## src/rtl/hazard_stall_unit_if.sv

```systemverilog
// Hazard unit bundle: ID/EX status into the interlock, stall/flush controls back to the pipeline.
// Latency: none (wires only). Backpressure: PC_write/IFID_write/EX_hold are the pipeline's stall controls.
interface hazard_stall_unit_if #(
  parameter int REG_ADDR_W = 5
);
  logic [REG_ADDR_W-1:0] IFID_rs1;
  logic [REG_ADDR_W-1:0] IFID_rs2;
  logic                  IFID_uses_rs2;
  logic [REG_ADDR_W-1:0] IDEX_rd;
  logic                  IDEX_MemRead;
  logic                  IDEX_is_div;
  logic                  EX_branch_taken;
  logic                  PC_write;
  logic                  IFID_write;
  logic                  IFID_flush;
  logic                  IDEX_bubble;
  logic                  EX_hold;
  logic [31:0]           stall_count;

  // Pipeline side: supplies stage status, obeys the stall/flush controls.
  modport master (
    output IFID_rs1, IFID_rs2, IFID_uses_rs2, IDEX_rd, IDEX_MemRead,
           IDEX_is_div, EX_branch_taken,
    input  PC_write, IFID_write, IFID_flush, IDEX_bubble, EX_hold, stall_count
  );

  // Interlock side.
  modport slave (
    input  IFID_rs1, IFID_rs2, IFID_uses_rs2, IDEX_rd, IDEX_MemRead,
           IDEX_is_div, EX_branch_taken,
    output PC_write, IFID_write, IFID_flush, IDEX_bubble, EX_hold, stall_count
  );
endinterface

```

## src/rtl/hazard_stall_unit.sv

```systemverilog
// Pipeline interlock: load-use stall, multi-cycle divide hold, taken-branch flush. Optional HAZARD_PERF_EN stall counter.
// Latency: controls are combinational from state + inputs in the same cycle; divide hold lasts DIV_LATENCY-1 cycles.
// Backpressure: stalls upstream via PC_write/IFID_write=0 and freezes EX via EX_hold; never stalls on its own.
module hazard_stall_unit #(
  parameter int REG_ADDR_W  = 5,
  parameter int DIV_LATENCY = 34
) (
  input  logic               clk,
  input  logic               rst,
  hazard_stall_unit_if.slave hz
);

  typedef enum logic {
    IDLE     = 1'b0,
    DIV_BUSY = 1'b1
  } state_t;

  localparam logic [7:0] CNT_INIT = 8'(DIV_LATENCY - 2);

  state_t     state;
  state_t     state_nxt;
  logic [7:0] cnt;
  logic [7:0] cnt_nxt;
  logic       div_seen;
  logic       load_use;
  logic       rd_is_x0;
  logic       rs1_hit;
  logic       rs2_hit;

  logic       pc_write;
  logic       ifid_write;
  logic       ifid_flush;
  logic       idex_bubble;
  logic       ex_hold;

  assign rd_is_x0 = (hz.IDEX_rd == REG_ADDR_W'(0));
  assign rs1_hit  = (hz.IDEX_rd == hz.IFID_rs1);
  assign rs2_hit  = hz.IFID_uses_rs2 && (hz.IDEX_rd == hz.IFID_rs2);
  assign load_use = hz.IDEX_MemRead && !rd_is_x0 && (rs1_hit || rs2_hit);

  always_comb begin
    state_nxt   = state;
    cnt_nxt     = cnt;
    pc_write    = 1'b1;
    ifid_write  = 1'b1;
    ifid_flush  = 1'b0;
    idex_bubble = 1'b0;
    ex_hold     = 1'b0;

    case (state)
      IDLE: begin
        // div_seen masks the still-present divide the cycle after a 2-cycle divide held EX.
        if (hz.IDEX_is_div && !div_seen) begin
          ex_hold    = 1'b1;
          pc_write   = 1'b0;
          ifid_write = 1'b0;
          cnt_nxt    = CNT_INIT;
          if (DIV_LATENCY > 2) begin
            state_nxt = DIV_BUSY;
          end
        end else if (hz.EX_branch_taken) begin
          ifid_flush  = 1'b1;
          idex_bubble = 1'b1;
        end else if (load_use) begin
          pc_write    = 1'b0;
          ifid_write  = 1'b0;
          idex_bubble = 1'b1;
        end
      end

      DIV_BUSY: begin
        if (cnt != 8'd0) begin
          ex_hold    = 1'b1;
          pc_write   = 1'b0;
          ifid_write = 1'b0;
          cnt_nxt    = cnt - 8'd1;
        end else begin
          state_nxt = IDLE;
        end
      end

      default: begin
        state_nxt = IDLE;
      end
    endcase
  end

  always_ff @(posedge clk or posedge rst) begin
    if (rst) begin
      state    <= IDLE;
      cnt      <= 8'd0;
      div_seen <= 1'b0;
    end else begin
      state    <= state_nxt;
      cnt      <= cnt_nxt;
      div_seen <= ex_hold;
    end
  end

  // Reset overrides the controls so the pipeline sees a free-running, unflushed state.
  assign hz.PC_write    = rst | pc_write;
  assign hz.IFID_write  = rst | ifid_write;
  assign hz.IFID_flush  = !rst & ifid_flush;
  assign hz.IDEX_bubble = !rst & idex_bubble;
  assign hz.EX_hold     = !rst & ex_hold;

`ifdef HAZARD_PERF_EN
  logic [31:0] stall_cnt;

  always_ff @(posedge clk or posedge rst) begin
    if (rst) begin
      stall_cnt <= 32'd0;
    end else if (!hz.PC_write && (stall_cnt != 32'hFFFF_FFFF)) begin
      stall_cnt <= stall_cnt + 32'd1;
    end
  end

  assign hz.stall_count = stall_cnt;
`else
  assign hz.stall_count = 32'd0;
`endif

  a_bubble_hold_excl: assert property (@(posedge clk) disable iff (rst) !(hz.IDEX_bubble && hz.EX_hold));

endmodule

```

## src/flat_wrapper.sv

```systemverilog
// flat-port wrapper written by rule: the top's interface ports become plain ports
module hazard_stall_unit_flat 
#(
  parameter int REG_ADDR_W  = 5,
  parameter int DIV_LATENCY = 34
)
  (clk, rst, hz_IFID_rs1, hz_IFID_rs2, hz_IFID_uses_rs2, hz_IDEX_rd, hz_IDEX_MemRead, hz_IDEX_is_div, hz_EX_branch_taken, hz_PC_write, hz_IFID_write, hz_IFID_flush, hz_IDEX_bubble, hz_EX_hold, hz_stall_count);
  hazard_stall_unit_if #(.REG_ADDR_W(REG_ADDR_W)) hz_i ();
  input  logic clk;
  input  logic rst;
  input wire logic [$bits(hz_i.IFID_rs1)-1:0] hz_IFID_rs1;
  input wire logic [$bits(hz_i.IFID_rs2)-1:0] hz_IFID_rs2;
  input wire logic [$bits(hz_i.IFID_uses_rs2)-1:0] hz_IFID_uses_rs2;
  input wire logic [$bits(hz_i.IDEX_rd)-1:0] hz_IDEX_rd;
  input wire logic [$bits(hz_i.IDEX_MemRead)-1:0] hz_IDEX_MemRead;
  input wire logic [$bits(hz_i.IDEX_is_div)-1:0] hz_IDEX_is_div;
  input wire logic [$bits(hz_i.EX_branch_taken)-1:0] hz_EX_branch_taken;
  output wire logic [$bits(hz_i.PC_write)-1:0] hz_PC_write;
  output wire logic [$bits(hz_i.IFID_write)-1:0] hz_IFID_write;
  output wire logic [$bits(hz_i.IFID_flush)-1:0] hz_IFID_flush;
  output wire logic [$bits(hz_i.IDEX_bubble)-1:0] hz_IDEX_bubble;
  output wire logic [$bits(hz_i.EX_hold)-1:0] hz_EX_hold;
  output wire logic [$bits(hz_i.stall_count)-1:0] hz_stall_count;
  assign hz_i.IFID_rs1 = hz_IFID_rs1;
  assign hz_i.IFID_rs2 = hz_IFID_rs2;
  assign hz_i.IFID_uses_rs2 = hz_IFID_uses_rs2;
  assign hz_i.IDEX_rd = hz_IDEX_rd;
  assign hz_i.IDEX_MemRead = hz_IDEX_MemRead;
  assign hz_i.IDEX_is_div = hz_IDEX_is_div;
  assign hz_i.EX_branch_taken = hz_EX_branch_taken;
  assign hz_PC_write = hz_i.PC_write;
  assign hz_IFID_write = hz_i.IFID_write;
  assign hz_IFID_flush = hz_i.IFID_flush;
  assign hz_IDEX_bubble = hz_i.IDEX_bubble;
  assign hz_EX_hold = hz_i.EX_hold;
  assign hz_stall_count = hz_i.stall_count;
  hazard_stall_unit #(.REG_ADDR_W(REG_ADDR_W), .DIV_LATENCY(DIV_LATENCY)) u_core (.clk(clk), .rst(rst), .hz(hz_i));
endmodule
```

## config.mk

```make
export PLATFORM = sky130hd
export DESIGN_NAME = hazard_stall_unit_flat
export DESIGN_NICKNAME = d
export VERILOG_FILES = /design/src/rtl/hazard_stall_unit_if.sv /design/src/rtl/hazard_stall_unit.sv /design/src/flat_wrapper.sv
export SDC_FILE = /design/constraint.sdc
export NUM_CORES = 1
export LEC_CHECK = 0
export ABC_AREA = 1
export ABC_CLOCK_PERIOD_IN_PS = 2900
export CORE_ASPECT_RATIO = 1.1
export CORE_UTILIZATION = 42
export CTS_CLUSTER_SIZE = 10
export DETAILED_ROUTE_END_ITERATION = 10
export PLACE_DENSITY = 0.86
export SETUP_SLACK_MARGIN = 0.2
export SKIP_LAST_GASP = 1
export SLEW_MARGIN = 0
export SYNTH_ARGS = -nofsm -noshare
export SYNTH_HDL_FRONTEND = slang
export SYNTH_SLANG_ARGS = --single-unit
```

## constraint.sdc

```tcl
create_clock -name clk -period 2.9 [get_ports clk]
set_input_delay 0.435 -clock clk [delete_from_list [all_inputs] [get_ports clk]]
set_output_delay 0.435 -clock clk [all_outputs]
set_load 0.01 [all_outputs]
```

Word-level counts from Yosys, hierarchy flattened

Index checks and enable logic that the tools add are counted.

Eq/ne operators: 4
Reduce and logical (&&, ||, !) cells: 11
Add/sub/neg operators: 1
$mul: 0
Shift operators: 0
$lt $le $gt $ge: 0
Mux-type cells: 18
Div/mod/pow operators: 0
Bitwise gates (word level): 5

Operator list:

| kind                  | number |
|---|---|
| $mux W8               | 2 |
| $pmux W8 S2           | 1 |
| $mux W1               | 13 |
| $eq A5 B5 Y1          | 2 |
| $reduce_bool A8 Y1    | 1 |
| $sub A8 B1 Y8 const B | 1 |
| $logic_not A5 Y1      | 1 |
| $logic_and A1 B1 Y1   | 4 |
| $pmux W1 S2           | 2 |
| $and A1 B1 Y1         | 3 |
| $logic_not A1 Y1      | 3 |
| $ne A2 B1 Y1 const B  | 1 |
| $ne A2 B2 Y1 const B  | 1 |
| $reduce_and A2 Y1     | 1 |
| $logic_or A1 B1 Y1    | 1 |
| $not A1 Y1            | 1 |
| $or A1 B1 Y1          | 1 |

Memories kept: 0
Bits of input ports: 21
Bits in read-only memories: 0
Register bits after elaboration: 9
Bits in latches: 0
Bits in writable memories: 0

Logic depth before layout (Yosys ltp)

Word-level depth: 9
Depth in mapped cells: 10
Mapped depth without buffers: 9

Least setup slack after synthesis

Ideal clock, no wire load.

Path type: register -> output
From: register u_core.cnt[0]
To: output hz_PC_write
Buffers on the path: 2
Required time: 2.465 ns
Slack: 1.017 ns
Stages on the path, launching flop included: 11
Data arrival time: 1.448 ns
Cell sequence: dfrtp_1 -> inv_1 -> ha_1 -> nand3_1 -> o21ai_2 -> o21ai_2 -> buf_6 -> nand2_4 -> nand2_2 -> inv_2 -> buf_4

Word-level cells in the longest chain between the ends: 4

RTL lines:

| element                | line                    | source |
|---|---|---|
| start, declared        | hazard_stall_unit.sv:22 | `logic [7:0] cnt;` |
| start signal, assigned | hazard_stall_unit.sv:95 | `cnt <= cnt_nxt;` |
| $reduce_bool A8 Y1     | hazard_stall_unit.sv:72 | `if (cnt != 8'd0) begin` |
| $mux W1                | n/a                     |  |
| $pmux W1 S2            | n/a                     |  |
| $or A1 B1 Y1           | n/a                     |  |
| end, declared          | flat_wrapper.sv:18      | `output wire logic [$bits(hz_i.PC_write)-1:0] hz_PC_write;` |

Every way passes these cells.

Final worst setup path

From: input hz_IDEX_rd[4]
To: output hz_IDEX_bubble

Word-level cells in the longest chain between the ends: 9
Elaborated cells between the ends (all ways): 13

RTL lines:

| element                                                          | line                                             | source |
|---|---|---|
| start, declared                                                  | flat_wrapper.sv:14                               | `input wire logic [$bits(hz_i.IDEX_rd)-1:0] hz_IDEX_rd;` |
| $eq A5 B5 Y1 / $logic_not A5 Y1 (equally long branches)          | hazard_stall_unit.sv:38, hazard_stall_unit.sv:36 |  |
| $logic_and A1 B1 Y1 / $logic_not A1 Y1 (equally long branches)   | hazard_stall_unit.sv:38, hazard_stall_unit.sv:39 |  |
| $logic_or A1 B1 Y1 / $logic_and A1 B1 Y1 (equally long branches) | hazard_stall_unit.sv:39                          | `assign load_use = hz.IDEX_MemRead && !rd_is_x0 && (rs1_hit \|\| rs2_hit);` |
| $logic_and A1 B1 Y1 *                                            | hazard_stall_unit.sv:39                          |  |
| $mux W1 *                                                        | hazard_stall_unit.sv:64                          | `end else if (load_use) begin` |
| $mux W1 *                                                        | hazard_stall_unit.sv:61                          | `end else if (hz.EX_branch_taken) begin` |
| $mux W1 *                                                        | hazard_stall_unit.sv:53                          | `if (hz.IDEX_is_div && !div_seen) begin` |
| $mux W1 *                                                        | hazard_stall_unit.sv:50                          | `case (state)` |
| $and A1 B1 Y1 *                                                  | hazard_stall_unit.sv:104                         | `assign hz.IDEX_bubble = !rst & idex_bubble;` |
| end, declared                                                    | flat_wrapper.sv:21                               | `output wire logic [$bits(hz_i.IDEX_bubble)-1:0] hz_IDEX_bubble;` |

Mark *: on every way between the ends. The rest lies on a longest branch, timed or not.

==> results.md <==
* Skew final at between 0.005 and 0.006 ns
* Die Area at 2680 sq um
* Mapped Area at 1040 sq um
* Ys flop type: dfrtp_1
* Library cells used by synthesis at 22
* CP peak stage delay at 0.56 ns
* Clock Sinks at 9
* Worst hold start: u_core.cnt[7]
* Most frequent cell after synthesis: nand2_1
* RR Startpoint: u_core.cnt[0]
* Post-route ant nets at 0
* Multi-input gate area in the final layout at 566 sq um
* HPWL Detailed at 1520 microns
* Yosys top cell by area: buf_4
* Initial Utilization at 45.4%
* Slowest cell on crit path: clkdlybuf4s50_1
* Required time of the critical path at 2.47 ns
* Syn_area_per_cell at between 6 and 7 sq um
* Max-cap viol count at 0
* Worst VDD drop at about 0.24 mV
* Fill count at 236
* Largest net degree at the start of global routing at 11
* DRC at 0
* Final WL at 1860 microns
* Endpoints failing hold at 0
* Largest cells by area after synthesis: buf_4, dfrtp_1, nand2_1
* Reg clk slew, reported paths at around 0.050 ns
* Yosys reg bits at 9
* Setup crit start: hz_IDEX_rd[4]
* Die Ht at 54.2 microns
* Outcome: finished clean
* Synth warn at 0
* Top post-synthesis cells by count: nand2_1, buf_4, inv_1
* Global route total overflow at 0
* Num rows at 18
* Clk_lat worst skew at 0.26 ns
* DR iter-0 viols at 12
* Sequential Power Share at 41.2%
* Critical Path End Type: primary output
* Vias in the first global route at ~760
* Critical Path AT at 2.11 ns
* FF/Latch Area at 225 sq um
* P_int at around 220 uW
* Clock Power Share at 31.6%
* Fin. max-slew vios at 0
* Minimum clock period after layout at 2.54 ns
* Via-per-instance ratio at slightly above 4
* Setup TNS at 0 ns
* Crit Path Max Fanout at 4
* Comb pwr share at 27.2%
* Area growth syn-to-layout at 18.6%
* Crit-path cells: clkdlybuf4s50_1 -> inv_1 -> nand2_1 -> nand2_1 -> nor2_1 -> nand3_1 -> nand2_1 -> nand3_1 -> o21ai_0 -> clkdlybuf4s50_1
* CP most frequent cell: nand2_1
* Core area at 2300 sq um
* Antenna violations before repair at 0
* First-pass GRT wire length at about 3000 microns
* DR pass1 iterations at 4
* WL/cell at 8.55 microns
* RSZ-0062 raised after global routing: no
* Final #Nets at 212
* Mapped Cells at 159
* Final period utilization at 87.6%
* Num CTS Buffers at 3
* P_leak at 0.000693 uW
* CP Class: input pin to primary output
* Maximum root-to-sink buffer count at 2
* Final setup violating endpoints at 0
* Count of buffers from port buffering at 25
* Switching power total at 89.0 uW
* PwrDens at 247 nW/um^2
* Sequential-to-total area share from yosys stat at 21.6%
* Vias at just under 900
* Fin util at between 50 and 60%
* Clk root buf: clkbuf_4
* Min-Delay Path Class: flop to flop
* Startpoint Class: input pin
* Antenna Cells at 0
* I/O Pins at 58
* CTS tree: done
* Gr usage total at between 15 and 20%
* Top cell type's share of synthesized area at 23.8%
* Htree depth at 1
* Sw Ratio at 29.2%
* Die W at around 49 microns
* Post-cts sizing count at 0
* Synth async-reset ratio at 100%
* Gpl congestion at 0.795
* EDFF count, synth at 0
* FMAX at 0.393 GHz
* Share of cells above drive strength 1 at 7.98%
## cell usage in the layout (no fill, tap or decap), drive strengths merged, types with 3 or more instances in the layout
master and instances:
nand2 40, conb 32, inv 29, clkdlybuf4s50 25, nor2 15, dfrtp 9, o21ai 9, nand3 7
xor2 5, clkbuf 4, buf 3
## metrics by stage
| stage | std cells | instance area (sq um) | setup WS (ns) | hold WS [ns] | power, uW |
|---|---|---|---|---|---|
| after global placement | 212 | 1190 | 0.370 | 0.478 | 209 |
| after CTS | 216 | 1220 | 0.265 | 0.515 | 310 |
| after floorplan | 190 | 1160 | 1.02 | 0.294 | 204 |
| after detailed placement | 212 | 1190 | 0.335 | 0.500 | 210 |
| after global routing | 218 | 1240 | 0.224 | 0.539 | 323 |
| final | 218 | 1240 | 0.359 | 0.510 | 305 |
## worst paths after layout
path	endpoint	slack [ns]	cells past startpoint
max	hz_IDEX_bubble	0.36	10
min	u_core.cnt[7]	0.51	2
max reg2reg	u_core.cnt[7]	1.27	9
min reg2reg	u_core.cnt[7]	0.51	2
max in group asynchronous	u_core.cnt[7]	2.07	2
min in group asynchronous	u_core.cnt[6]	0.52	2
## state kept, by name (all words and copies together), names as in the netlist
name,count
u_core.cnt,8
u_core.state,1
## power groups by stage
stage	Clock (uW)	Combinational (uW)	Sequential [uW]
after floorplan	0	76.5	128
after global placement	0	81.6	128
after detailed placement	0	82.4	128
after CTS	102	82.7	126
after global routing	105	92.8	125
final	96.5	82.8	126
## critical path, delay by kind of cell
family,cells,cell delay [ns]
buf+inv,3,1.14
compound gates,1,0.08
simple gates,6,0.45
## metal layers
metal,part of all wire (%),vias up,global-route usage (%)
met3,5.4,6,2.50
met1,38,369,14.1
met5,0,-,0
met2,54,35,31.7
met4,2.0,0,10.0
li1,-,469,-
## area by class of cell
type | instances | share of cell area [%]
multi-input combinational | 118 | 45.7
timing repair buffer | 28 | 22.1
sequential | 9 | 18.2
inverter | 29 | 8.81
tap | 30 | 3.04
clock buffer | 4 | 2.13
## logic make-up after synthesis
logic type,synth area share (%)
buffers and inverters,35.3
other,0.360
DFF,21.6
AOI/OAI and AO/OA,6.96
adders and majority gates,2.40
xor gates and xnor gates,5.88
and+or+nand+nor,27.5
## repair_timing
action                                  in CTS  in global routing
hold buffers                                 0                  0
buffers inserted                             0                  2
endpoints found under the setup margin       0                  2
No activity file was read; power rests on OpenSTA's default activity.
